File: config.mk
export PLATFORM = sky130hd
export DESIGN_NAME = mem_port_arbiter
export DESIGN_NICKNAME = d
export VERILOG_FILES = /design/src/rtl/mem_arb_pkg.sv /design/src/rtl/mux64x2_1.sv /design/src/rtl/mem_port_arbiter.sv
export SDC_FILE = /design/constraint.sdc
export NUM_CORES = 1
export LEC_CHECK = 0
export ABC_AREA = 1
export CAP_MARGIN = 25
export CORE_AREA = 2 2 177 179
export DETAILED_ROUTE_END_ITERATION = 7
export DIE_AREA = 0 0 179 181
export PLACE_DENSITY_LB_ADDON = 0.15
export SLEW_MARGIN = 20
export SYNTH_ARGS = -nofsm -noshare
export SYNTH_HDL_FRONTEND = slang
export SYNTH_HIERARCHICAL = 1
export SYNTH_SLANG_ARGS = --single-unit
export TNS_END_PERCENT = 1
File: constraint.sdc
create_clock -name clk -period 11.65 [get_ports clk]
set_input_delay 2.33 -clock clk [delete_from_list [all_inputs] [get_ports clk]]
set_output_delay 2.33 -clock clk [all_outputs]
set_load 0.005 [all_outputs]
File: src/rtl/mem_arb_pkg.sv
// Shared types for the two-requester memory port arbiter.
package mem_arb_pkg;

  typedef enum logic {
    IDLE   = 1'b0,
    ACCESS = 1'b1
  } arb_state_t;

  // 0 = data stage (req0), 1 = instruction fetch (req1)
  typedef logic grant_t;

  localparam grant_t GRANT_DATA  = 1'b0;
  localparam grant_t GRANT_FETCH = 1'b1;

endpackage

File: src/rtl/mux64x2_1.sv
// Two-input word multiplexer used to steer requester address and write data.
module mux64x2_1 #(
  parameter int WIDTH = 64
) (
  input  logic [WIDTH-1:0] d0,
  input  logic [WIDTH-1:0] d1,
  input  logic             sel,
  output logic [WIDTH-1:0] y
);

  assign y = sel ? d1 : d0;

endmodule

File: src/rtl/mem_port_arbiter.sv
// Shares one memory port between the data stage (req0, priority) and fetch (req1),
// holding the port for LAT cycles per transaction with anti-starvation for req1.
module mem_port_arbiter
  import mem_arb_pkg::*;
#(
  parameter int WIDTH      = 64,
  parameter int LAT        = 3,
  parameter int STARVE_MAX = 4
) (
  input  logic             clk,
  input  logic             reset,
  input  logic             req0_valid,
  input  logic [WIDTH-1:0] req0_addr,
  input  logic [WIDTH-1:0] req0_wdata,
  input  logic             req0_we,
  output logic             req0_ready,
  output logic             req0_done,
  input  logic             req1_valid,
  input  logic [WIDTH-1:0] req1_addr,
  output logic             req1_ready,
  output logic             req1_done,
  output logic             mem_en,
  output logic             mem_we,
  output logic [WIDTH-1:0] mem_addr,
  output logic [WIDTH-1:0] mem_wdata,
  input  logic [WIDTH-1:0] mem_rdata,
  output logic [WIDTH-1:0] resp_data
);

  localparam int CNT_W = (LAT > 1) ? $clog2(LAT) : 1;
  localparam int STV_W = $clog2(STARVE_MAX + 1);
  localparam logic [CNT_W-1:0] CNT_LAST = CNT_W'(LAT - 1);
  localparam logic [STV_W-1:0] STV_SAT  = STV_W'(STARVE_MAX);

  arb_state_t       state, state_nxt;
  grant_t           grant, owner;
  logic             grant_vld;
  logic             last_cyc;
  logic [CNT_W-1:0] cnt;
  logic [STV_W-1:0] starve_cnt;
  logic [WIDTH-1:0] addr_sel, wdata_sel;
  logic [WIDTH-1:0] mem_addr_p1, mem_wdata_p1, resp_data_p2;
  logic             mem_we_p1, done0_p2, done1_p2;

  mux64x2_1 #(.WIDTH(WIDTH)) u_addr_mux (
    .d0  (req0_addr),
    .d1  (req1_addr),
    .sel (grant),
    .y   (addr_sel)
  );

  // Fetch is read-only, so its write-data leg is tied off.
  mux64x2_1 #(.WIDTH(WIDTH)) u_wdata_mux (
    .d0  (req0_wdata),
    .d1  ('0),
    .sel (grant),
    .y   (wdata_sel)
  );

  always_ff @(posedge clk or posedge reset) begin
    if (reset) state <= IDLE;
    else       state <= state_nxt;
  end

  always_comb begin
    state_nxt  = state;
    grant      = GRANT_DATA;
    grant_vld  = 1'b0;
    last_cyc   = (state == ACCESS) && (cnt == CNT_LAST);
    case (state)
      IDLE: begin
        if (req0_valid && !(req1_valid && starve_cnt == STV_SAT)) begin
          grant_vld = 1'b1;
          grant     = GRANT_DATA;
        end else if (req1_valid) begin
          grant_vld = 1'b1;
          grant     = GRANT_FETCH;
        end
        if (grant_vld) state_nxt = ACCESS;
      end
      ACCESS: if (last_cyc) state_nxt = IDLE;
      default: state_nxt = IDLE;
    endcase
  end

  assign req0_ready = grant_vld && (grant == GRANT_DATA);
  assign req1_ready = grant_vld && (grant == GRANT_FETCH);

  // p1: grant captures the request; p2: last access cycle captures the response
  always_ff @(posedge clk or posedge reset) begin
    if (reset) begin
      cnt          <= '0;
      starve_cnt   <= '0;
      owner        <= GRANT_DATA;
      mem_we_p1    <= 1'b0;
      mem_addr_p1  <= '0;
      mem_wdata_p1 <= '0;
      resp_data_p2 <= '0;
      done0_p2     <= 1'b0;
      done1_p2     <= 1'b0;
    end else begin
      done0_p2 <= 1'b0;
      done1_p2 <= 1'b0;
      if (grant_vld) begin
        mem_addr_p1  <= addr_sel;
        mem_wdata_p1 <= wdata_sel;
        mem_we_p1    <= req0_we & ~grant;
        owner        <= grant;
        cnt          <= '0;
        if (grant == GRANT_FETCH)
          starve_cnt <= '0;
        else if (req1_valid && starve_cnt != STV_SAT)
          starve_cnt <= starve_cnt + STV_W'(1);
      end
      if (state == ACCESS) cnt <= cnt + CNT_W'(1);
      if (last_cyc) begin
        if (!mem_we_p1) resp_data_p2 <= mem_rdata;
        done0_p2 <= (owner == GRANT_DATA);
        done1_p2 <= (owner == GRANT_FETCH);
      end
    end
  end

  assign mem_en    = (state == ACCESS);
  assign mem_we    = mem_we_p1 & mem_en;
  assign mem_addr  = mem_addr_p1;
  assign mem_wdata = mem_wdata_p1;
  assign resp_data = resp_data_p2;
  assign req0_done = done0_p2;
  assign req1_done = done1_p2;

endmodule

==> flow_summary.ini <==
[routing]
drc = 0
firstDrtPassIters = 4
wire_per_inst_um = 15.2
met2WireLength_um = 16400
via_count = 9205
dr.first_iter.drc_count = 429
vias_per_cell = 4.21
antenna_left = 0
top_layer_used = met5
routed-wl-met3_um = 2880
wl_met1_um = 13300
routed_wl_um = 33300

[clocking]
htreeDepth = 1
post_cts_buffers = 0
postCtsHoldBufs = 0
cts-resized-gates = 0
clkTransAtPathRegs_ns = 0.06
cts_buffers = 25
clock_sinks = 202
clk-insertion-delay-late_ns = 0.52
cts_tree = yes
clk_path_buf_depth = 3
cts_root_buf = clkbuf_16

[grt]
grt_pass1_vias = 8666
antenna_found_initial = 4
grt_pass1_wl_um = 50100
grtUsageTotal_pct = 19.8
overflow = 0
grt_max_degree = 129

[sta]
min_period_ns = 6.66
fmax_mhz = 150
rsz0062_at_grt = false
setup_viol = 0
timing.hold.ws_ns = 0.415
maxSlewViolCount = 0
hold_violations = 0
maxSlewHeadroom_pct = 34.2
fin_ws_ns = 4.99
clock_skew_ns = 0.00994
period_share_pct = 57.1
tightest_slew_ns = 0.987
final.setup.tns_ns = 0

[critical_path]
critPathCaptureType = primary output
r2r_setup_slack_ns = 8.69
crit_path_max_fanout = 63
worstSetupStartpointType = primary input
crit_required_ns = 9.32
critPathKind = in -> out
crit_arrival_ns = 4.33

[synth]
synth-seq-cells = 202
synth_edf_count = 0
synth-main-ff-cell = dfrtp_1
syn_inst = 1284
synth.distinct_cells = 17
synth_area_mm2 = 0.00947
synth_area_leader_cell = dfrtp_1
syn_area_per_cell_um2 = 7.38
post_synth_most_frequent_cells = nand2_1, dfrtp_1, inv_1
ys_seq_area_share_pct = 53.4
synth_warnings = 6
yosys-top-cells-area = dfrtp_1, nand2_1, o21ai_0
async_flop_share_pct = 100
post-synth-top-count-cell = nand2_1
synth.top_cell.area_share_pct = 53.4

[flow_run]
drv_cap = 0

[finish]
num-fill-cells = 3014
final_nets = 2036
syn2layout_area_growth_pct = 60.8
drive_gt1_share_pct = 2.85

[die]
core_area_mm2 = 0.0303
io_pins = 459
die-area_mm2 = 0.0324
initial_utilization_pct = 31.2
dieHeight_um = 181
rows = 64
die_w_um = 179

[hold_path]
min_path_type = reg -> reg

[placed_design]
dp_slack_ns = 4.94
place_hpwl_um = 23700
io_buffers = 458
place.gp.congestion = 0.801

[power]
power_density_mw_per_mm2 = 233
ir_drop_uv = 154
power_uw = 3540
p_leak_uw = 0.00789

[outcome]
outcome = completed
metal layers:
layer | vias to the layer above | global-route usage, %
met2 | 309 | 35.1
met4 | 2 | 5.14
li1 | 4734 | -
met5 | - | 0
met3 | 39 | 5.39
met1 | 4121 | 23.4
worst paths after layout:
kind	start	end	cells past startpoint
hold reg to reg	owner	req0_done	1
setup / recovery	req1_valid	req0_ready	7
hold / removal	owner	req0_done	1
setup reg to reg	mem_en	mem_addr[58]	8
max in group asynchronous	reset	resp_data[16]	3
min in group asynchronous	reset	resp_data[21]	2
area by class of cell:
class / count / area [um2] / share of cell area [%]
well taps: 396 / 495 / 3.25
diodes: 4 / 10.0 / 0.0657
inverters: 80 / 313 / 2.05
clock inverters: 8 / 123 / 0.805
multi-input cells: 996 / 3870 / 25.4
clock buffers: 35 / 693 / 4.55
flip-flops and latches: 202 / 5050 / 33.2
repair buffers: 467 / 4680 / 30.7
state kept, by name (all words and copies together), names as in the netlist:
register / flops
req0_done: 1
mem_wdata: 64
mem_we_p1: 1
mem_en: 1
req1_done: 1
starve_cnt: 3
owner: 1
cnt: 2
resp_data: 64
mem_addr: 64
layout by cell type (no fill, tap or decap), drive strengths merged, types with 4 or more instances in the layout:
cell,instances
nand2,848
clkdlybuf4s50,458
dfrtp,202
inv,81
o21ai,68
conb,64
clkbuf,35
buf,9
nor2,7
diode,4
nand3,4
clkinv,4
critical path, cell delays in order:
cell	delay [ns]
clkdlybuf4s50_1	0.54
nor2_1	0.10
nor2_4	0.07
buf_4	0.56
nand2_1	0.15
inv_1	0.08
clkdlybuf4s50_1	0.49
per-stage QoR:
| step | utilization [%] | instance area [um2] | std cells |
|---|---|---|---|
| floorplan | - | 9710 | 1347 |
| global placement | 47.3 | 14400 | 2139 |
| detailed placement | 47.5 | 14400 | 2141 |
| CTS | 50.2 | 15200 | 2184 |
| global route | 50.2 | 15200 | 2186 |
| finish | 50.2 | 15200 | 2188 |
logic make-up (layout without fill, tap and decap cells):
family          after synthesis  in the layout  share of synthesized area [%]
simple gates                861            861                           34.3
flops                       202            202                           53.4
buf+inv                     149            590                           8.32
compound gates               68             68                           3.59
fa+ha+maj                     3              3                          0.396
other cells                   1             68                         0.0396
report_power, final:
group	switching (uW)	total, uW	leakage [uW]	internal (uW)
Sequential	184	1230	0.00249	1040
Combinational	709	1540	0.00500	827
Clock	301	780	0.000401	479
Total	1190	3540	0.00789	2350
Power figures use the tool's default switching activity.
